===== config.mk =====
export PLATFORM = sky130hd
export DESIGN_NAME = logic_axi4_stream_packet_arbiter_flat
export DESIGN_NICKNAME = d
export VERILOG_FILES = /design/src/rtl/logic_axi4_stream_packet_arbiter_if.sv /design/src/rtl/logic_axi4_stream_packet_arbiter.sv /design/src/flat_wrapper.sv
export SDC_FILE = /design/constraint.sdc
export NUM_CORES = 1
export LEC_CHECK = 0
export CAP_MARGIN = 30
export CORE_ASPECT_RATIO = 0.9
export CORE_UTILIZATION = 32
export CTS_CLUSTER_DIAMETER = 80
export DETAILED_ROUTE_END_ITERATION = 6
export GPL_TIMING_DRIVEN = 0
export PLACE_DENSITY = 0.82
export SLEW_MARGIN = 20
export SYNTH_ARGS = -nofsm -noshare
export SYNTH_HDL_FRONTEND = slang
export SYNTH_SLANG_ARGS = --single-unit

===== constraint.sdc =====
create_clock -name aclk -period 4.2 [get_ports aclk]
set_input_delay 0.63 -clock aclk [delete_from_list [all_inputs] [get_ports aclk]]
set_output_delay 0.63 -clock aclk [all_outputs]
set_load 0.02 [all_outputs]

===== src/rtl/logic_axi4_stream_packet_arbiter_if.sv =====
// Bundle of the INPUTS rx streams and the merged tx stream seen by the packet arbiter.
// The master modport is the arbiter itself; the slave modport is the surrounding environment.
interface logic_axi4_stream_packet_arbiter_if #(
  parameter int INPUTS    = 4,
  parameter int WIDTH     = 8,
  parameter int TID_WIDTH = $clog2(INPUTS)
);
  logic [INPUTS-1:0]       rx_tvalid;
  logic [INPUTS-1:0]       rx_tready;
  logic [INPUTS-1:0]       rx_tlast;
  logic [INPUTS*WIDTH-1:0] rx_tdata;
  logic                    tx_tvalid;
  logic                    tx_tready;
  logic                    tx_tlast;
  logic [WIDTH-1:0]        tx_tdata;
  logic [TID_WIDTH-1:0]    tx_tid;

  modport master (
    input  rx_tvalid, rx_tlast, rx_tdata, tx_tready,
    output rx_tready, tx_tvalid, tx_tlast, tx_tdata, tx_tid
  );

  modport slave (
    output rx_tvalid, rx_tlast, rx_tdata, tx_tready,
    input  rx_tready, tx_tvalid, tx_tlast, tx_tdata, tx_tid
  );
endinterface


===== src/rtl/logic_axi4_stream_packet_arbiter.sv =====
// Round-robin, packet-locked AXI4-Stream arbiter; the granted source index is emitted on tx_tid.
// Define LOGIC_AXI4_STREAM_PACKET_ARBITER_OUTPUT_REGISTER_EN to drive tx_* from a 2-entry skid slice.
module logic_axi4_stream_packet_arbiter #(
  parameter int INPUTS    = 4,
  parameter int WIDTH     = 8,
  parameter int TID_WIDTH = $clog2(INPUTS)
) (
  input logic                                aclk,
  input logic                                areset_n,
  logic_axi4_stream_packet_arbiter_if.master bus
);
  typedef enum logic [0:0] {ST_IDLE = 1'b0, ST_GRANTED = 1'b1} state_e;

  state_e               state_q;
  logic [TID_WIDTH-1:0] grant_q;
  logic [TID_WIDTH-1:0] ptr_q;
  logic                 pick_found_s;
  logic [TID_WIDTH-1:0] pick_idx_s;
  logic [TID_WIDTH:0]   cand_s;
  logic                 granted_s;
  logic                 src_valid_s;
  logic                 src_last_s;
  logic [WIDTH-1:0]     src_data_s;
  logic                 ready_g_s;
  logic                 acc_s;

  // Round-robin search: descending scan so the lowest offset from the pointer wins.
  always_comb begin
    pick_found_s = 1'b0;
    pick_idx_s   = '0;
    cand_s       = '0;
    for (int k = INPUTS - 1; k >= 0; k--) begin
      cand_s       = {1'b0, ptr_q} + (TID_WIDTH+1)'(k);
      cand_s       = (cand_s >= (TID_WIDTH+1)'(INPUTS)) ? cand_s - (TID_WIDTH+1)'(INPUTS) : cand_s;
      pick_found_s = pick_found_s | bus.rx_tvalid[cand_s[TID_WIDTH-1:0]];
      pick_idx_s   = bus.rx_tvalid[cand_s[TID_WIDTH-1:0]] ? cand_s[TID_WIDTH-1:0] : pick_idx_s;
    end
  end

  assign granted_s   = (state_q == ST_GRANTED);
  assign src_valid_s = bus.rx_tvalid[grant_q];
  assign src_last_s  = bus.rx_tlast[grant_q];
  assign src_data_s  = bus.rx_tdata[int'(grant_q) * WIDTH +: WIDTH];
  assign acc_s       = granted_s & src_valid_s & ready_g_s;

  // Grant FSM: one arbitration cycle in IDLE, grant locked until the tlast beat is accepted.
  always_ff @(posedge aclk or negedge areset_n) begin
    if (!areset_n) begin
      state_q <= ST_IDLE;
      grant_q <= '0;
      ptr_q   <= '0;
    end else begin
      case (state_q)
        ST_IDLE: begin
          if (pick_found_s) begin
            grant_q <= pick_idx_s;
            state_q <= ST_GRANTED;
          end
        end
        ST_GRANTED: begin
          if (acc_s && src_last_s) begin
            ptr_q   <= (grant_q == TID_WIDTH'(INPUTS - 1)) ? '0 : grant_q + TID_WIDTH'(1);
            state_q <= ST_IDLE;
          end
        end
        default: state_q <= ST_IDLE;
      endcase
    end
  end

  // Only the granted source ever sees ready.
  always_comb begin
    bus.rx_tready = '0;
    if (granted_s) begin
      bus.rx_tready[grant_q] = ready_g_s;
    end else begin
      bus.rx_tready = '0;
    end
  end

`ifdef LOGIC_AXI4_STREAM_PACKET_ARBITER_OUTPUT_REGISTER_EN
  logic [WIDTH-1:0]     slot_data_q [2];
  logic                 slot_last_q [2];
  logic [TID_WIDTH-1:0] slot_tid_q  [2];
  logic                 wr_q;
  logic                 rd_q;
  logic [1:0]           cnt_q;
  logic                 pop_s;

  // Ready depends only on slice occupancy, cutting the tx_tready -> rx_tready path.
  assign ready_g_s = (cnt_q != 2'd2);
  assign pop_s     = bus.tx_tvalid & bus.tx_tready;

  // Two-entry skid slice holding accepted beats with their source index.
  always_ff @(posedge aclk or negedge areset_n) begin
    if (!areset_n) begin
      for (int e = 0; e < 2; e++) begin
        slot_data_q[e] <= '0;
        slot_last_q[e] <= 1'b0;
        slot_tid_q[e]  <= '0;
      end
      wr_q  <= 1'b0;
      rd_q  <= 1'b0;
      cnt_q <= 2'd0;
    end else begin
      if (acc_s) begin
        slot_data_q[wr_q] <= src_data_s;
        slot_last_q[wr_q] <= src_last_s;
        slot_tid_q[wr_q]  <= grant_q;
        wr_q              <= ~wr_q;
      end
      if (pop_s) begin
        rd_q <= ~rd_q;
      end
      cnt_q <= cnt_q + {1'b0, acc_s} - {1'b0, pop_s};
    end
  end

  // Empty slice presents all-zero outputs.
  always_comb begin
    bus.tx_tvalid = (cnt_q != 2'd0);
    if (bus.tx_tvalid) begin
      bus.tx_tdata = slot_data_q[rd_q];
      bus.tx_tlast = slot_last_q[rd_q];
      bus.tx_tid   = slot_tid_q[rd_q];
    end else begin
      bus.tx_tdata = '0;
      bus.tx_tlast = 1'b0;
      bus.tx_tid   = '0;
    end
  end
`else
  assign ready_g_s = bus.tx_tready;

  // Combinational pass-through of the granted source.
  always_comb begin
    if (granted_s) begin
      bus.tx_tvalid = src_valid_s;
      bus.tx_tdata  = src_data_s;
      bus.tx_tlast  = src_last_s;
      bus.tx_tid    = grant_q;
    end else begin
      bus.tx_tvalid = 1'b0;
      bus.tx_tdata  = '0;
      bus.tx_tlast  = 1'b0;
      bus.tx_tid    = '0;
    end
  end
`endif
endmodule

===== src/flat_wrapper.sv =====
// flat-port wrapper written by rule: the top's interface ports become plain ports
module logic_axi4_stream_packet_arbiter_flat 
#(
  parameter int INPUTS    = 4,
  parameter int WIDTH     = 8,
  parameter int TID_WIDTH = $clog2(INPUTS)
)
  (aclk, areset_n, bus_rx_tvalid, bus_rx_tlast, bus_rx_tdata, bus_tx_tready, bus_rx_tready, bus_tx_tvalid, bus_tx_tlast, bus_tx_tdata, bus_tx_tid);
  logic_axi4_stream_packet_arbiter_if #(.INPUTS(INPUTS), .WIDTH(WIDTH), .TID_WIDTH(TID_WIDTH)) bus_i ();
  input logic aclk;
  input logic areset_n;
  input wire logic [$bits(bus_i.rx_tvalid)-1:0] bus_rx_tvalid;
  input wire logic [$bits(bus_i.rx_tlast)-1:0] bus_rx_tlast;
  input wire logic [$bits(bus_i.rx_tdata)-1:0] bus_rx_tdata;
  input wire logic [$bits(bus_i.tx_tready)-1:0] bus_tx_tready;
  output wire logic [$bits(bus_i.rx_tready)-1:0] bus_rx_tready;
  output wire logic [$bits(bus_i.tx_tvalid)-1:0] bus_tx_tvalid;
  output wire logic [$bits(bus_i.tx_tlast)-1:0] bus_tx_tlast;
  output wire logic [$bits(bus_i.tx_tdata)-1:0] bus_tx_tdata;
  output wire logic [$bits(bus_i.tx_tid)-1:0] bus_tx_tid;
  assign bus_i.rx_tvalid = bus_rx_tvalid;
  assign bus_i.rx_tlast = bus_rx_tlast;
  assign bus_i.rx_tdata = bus_rx_tdata;
  assign bus_i.tx_tready = bus_tx_tready;
  assign bus_rx_tready = bus_i.rx_tready;
  assign bus_tx_tvalid = bus_i.tx_tvalid;
  assign bus_tx_tlast = bus_i.tx_tlast;
  assign bus_tx_tdata = bus_i.tx_tdata;
  assign bus_tx_tid = bus_i.tx_tid;
  logic_axi4_stream_packet_arbiter #(.INPUTS(INPUTS), .WIDTH(WIDTH), .TID_WIDTH(TID_WIDTH)) u_core (.aclk(aclk), .areset_n(areset_n), .bus(bus_i));
endmodule

==> flow_summary.ini <==
[run_status]
status = finished, final reports clean

[logic_synthesis]
async_flop_share = 1.000
synth_fp_nets = 113
synth_ff_type = dfrtp_1
synth_area_per_cell_um2 = 10.65
ys_seq_elements = 5
syn-cell-area_um2 = 703.2
seq_area_frac_synth = 0.1779
ys_warn_count = 0
synthCells = 66
ys_types = 26
synth_enable_flop_cells = 0

[floorplanning]
dieArea_um2 = 2389
num_rows = 15
initial_core_util = 0.3535
io_pins = 59
die_w_um = 51.41
die_h_um = 46.47
core_um2 = 1989

[cells_and_area]
fillers = 182
diodes = 0
area_growth_pct = 90.75
fin_area_um2 = 1341
finalNetCount = 176
final_layout_size_suffix_gt1_frac = 0.1250

[sta]
slew_headroom = 0.7987
slew_viol_final = 0
clock_skew_ns = 0.0003693
fin_ws_ns = 1.182
tightestPinTransition_ns = 0.3019
tns_ns = 0
finalSetupViolCount = 0
max_freq_ghz = 0.3313
rsz0062_at_grt = false
period_share = 0.7186
finalHoldViolCount = 0
post-route-min-period_ns = 3.018

[clock_network]
clk_latency_ns = 0.24
cts_tree = done
cts_sinks = 5
cts_made_buffers = 3
cts_resized = 0
cts_hold_buf = 0
root_buffer = clkbuf_4
cts.path.max_buffers = 2
cts.clk_slew.worst_paths_ns = 0.04
htreeDepth = 1
post_cts_buffers = 0

[worst_setup_path]
reg2regPathDepth = 4
r2r_setup_slack_ns = 2.56
crit_path_end_kind = output pin
r2r_end = u_core.ptr_q[1]
critPathLaunchType = primary input
cp_max_fo = 7
cp.arrival_ns = 2.39
cp.required_ns = 3.57
slowest_delay_ns = 0.54
critPathSlowestCell = clkdlybuf4s50_1
rr_startpoint = u_core.grant_q[0]
critical_path_class = primary input to output pin
crit_chain = clkdlybuf4s50_1, mux4_2, and2_1, clkdlybuf4s50_1
cpMostUsedCell = clkdlybuf4s50_1

[route]
ant_nets = 0
drt_wl_total_um = 2278
wire_per_inst_um = 14.89
first_iter_violations = 10
vias = 791
via_per_inst = 5.170
drt_first_pass_iters = 4
drcViolationCount = 0

[hold_path]
worstHoldStart = u_core.ptr_q[0]
holdPathStages = 2
holdPathEnd = u_core.ptr_q[0]
hold_path_class = flop to flop

[placement]
dpl.hpwl_um = 1908
placed_area_um2 = 1315
gp_congestion = 0.7844
dp_slack_ns = 1.178
io_buffer_count = 58

[grt]
grt_pass1_wl_um = 3519
grt_pass1_vias = 734
grt_max_degree = 11
grt_usage = 0.2051
antenna_found_initial = 0
grt.overflow.total = 0

[pwr]
ir_worst_vdd_mv = 0.4162
power_density_nw_per_um2 = 560.4
power_mw = 0.7516
leakagePower_nw = 0.5374

[run]
maxCapViolations = 0
==> per-layer routing <==
| metal | GRT usage | part of all wire | vias up |
|---|---|---|---|
| met5 | 0 | 0 | - |
| met4 | 0.06486 | 0.0079 | 0 |
| met3 | 0.03630 | 0.10 | 2 |
| met2 | 0.3584 | 0.46 | 39 |
| met1 | 0.2597 | 0.43 | 376 |
| li1 | - | - | 374 |
==> synthesized netlist by cell type, drive strengths merged, types with 2 or more instances <==
library cell / n / area share
and2: 12 / 0.11
o21ai: 2 / 0.014
a21oi: 3 / 0.021
o221ai: 2 / 0.025
and3: 4 / 0.036
ha: 4 / 0.071
inv: 4 / 0.021
buf: 3 / 0.034
nand2: 3 / 0.016
nor2: 2 / 0.011
dfrtp: 5 / 0.18
mux4: 10 / 0.33
o21a: 2 / 0.021
==> metrics by stage <==
step,utilization,cells,hold WS (ns)
floorplan,-,66,0.3344
global placement,0.6610,149,0.4950
detailed placement,0.6610,149,0.4946
CTS,0.6742,153,0.5037
global route,0.6742,153,0.5433
finish,0.6742,153,0.4981
==> flip-flops by register name, indices dropped and copies added (netlist names) <==
register and flops:
u_core.grant_q 2, u_core.ptr_q 2, u_core.granted_s 1
==> cell type report <==
type	instances	area, um^2	share of cell area
Buffer	4	27.53	0.02052
Sequential cell	5	125.1	0.09328
Tap cell	25	31.28	0.02332
Inverter	4	15.01	0.01119
Timing Repair Buffer	58	580.6	0.4328
Clock buffer	4	26.28	0.01959
Multi-Input combinational cell	53	535.5	0.3993
==> placed cells by master (no fill, tap or decap), drive strengths merged <==
| cell | n |
|---|---|
| inv | 4 |
| a21oi | 3 |
| nand2b | 1 |
| nor2 | 2 |
| or4 | 1 |
| mux4 | 10 |
| o21bai | 1 |
| buf | 3 |
| and2 | 12 |
| a31oi | 1 |
| o221ai | 2 |
| nor2b | 1 |
| a21boi | 1 |
| and3 | 4 |
| o21a | 2 |
| dfrtp | 5 |
| nand4 | 1 |
| o31ai | 1 |
| clkbuf | 5 |
| o21ai | 2 |
| nand2 | 3 |
| mux2 | 1 |
| clkdlybuf4s50 | 58 |
| ha | 4 |
==> cells by family after synthesis <==
| logic type | count (synthesis) | share of synthesized area |
|---|---|---|
| simple gates | 25 | 0.2153 |
| compound gates | 13 | 0.1228 |
| mux | 11 | 0.3523 |
| buf+inv | 8 | 0.06048 |
| flops | 5 | 0.1779 |
| fa+ha+maj | 4 | 0.07118 |
==> how the worst max path moves through the flow <==
stage	from	cells past startpoint	end
final	bus_rx_tvalid[3]	4	bus_tx_tvalid
after global routing	bus_rx_tvalid[3]	4	bus_tx_tvalid
after CTS	bus_rx_tvalid[3]	4	bus_tx_tvalid
after detailed placement	bus_rx_tvalid[3]	4	bus_tx_tvalid
after global placement	bus_rx_tvalid[3]	4	bus_tx_tvalid
after floorplan	u_core.grant_q[0]	4	bus_tx_tdata[0]
==> power by group <==
group	total (mW)	internal (mW)	switching, mW
sequential	0.0996	0.0698	0.0298
clock	0.0550	0.0359	0.0191
combinational	0.597	0.335	0.262
==> critical path: cells and delay by family <==
kind | cells | cell delay [ns]
buf+inv | 2 | 1.05
mux | 1 | 0.53
simple gates | 1 | 0.17
No activity file was read; power rests on OpenSTA's default activity.
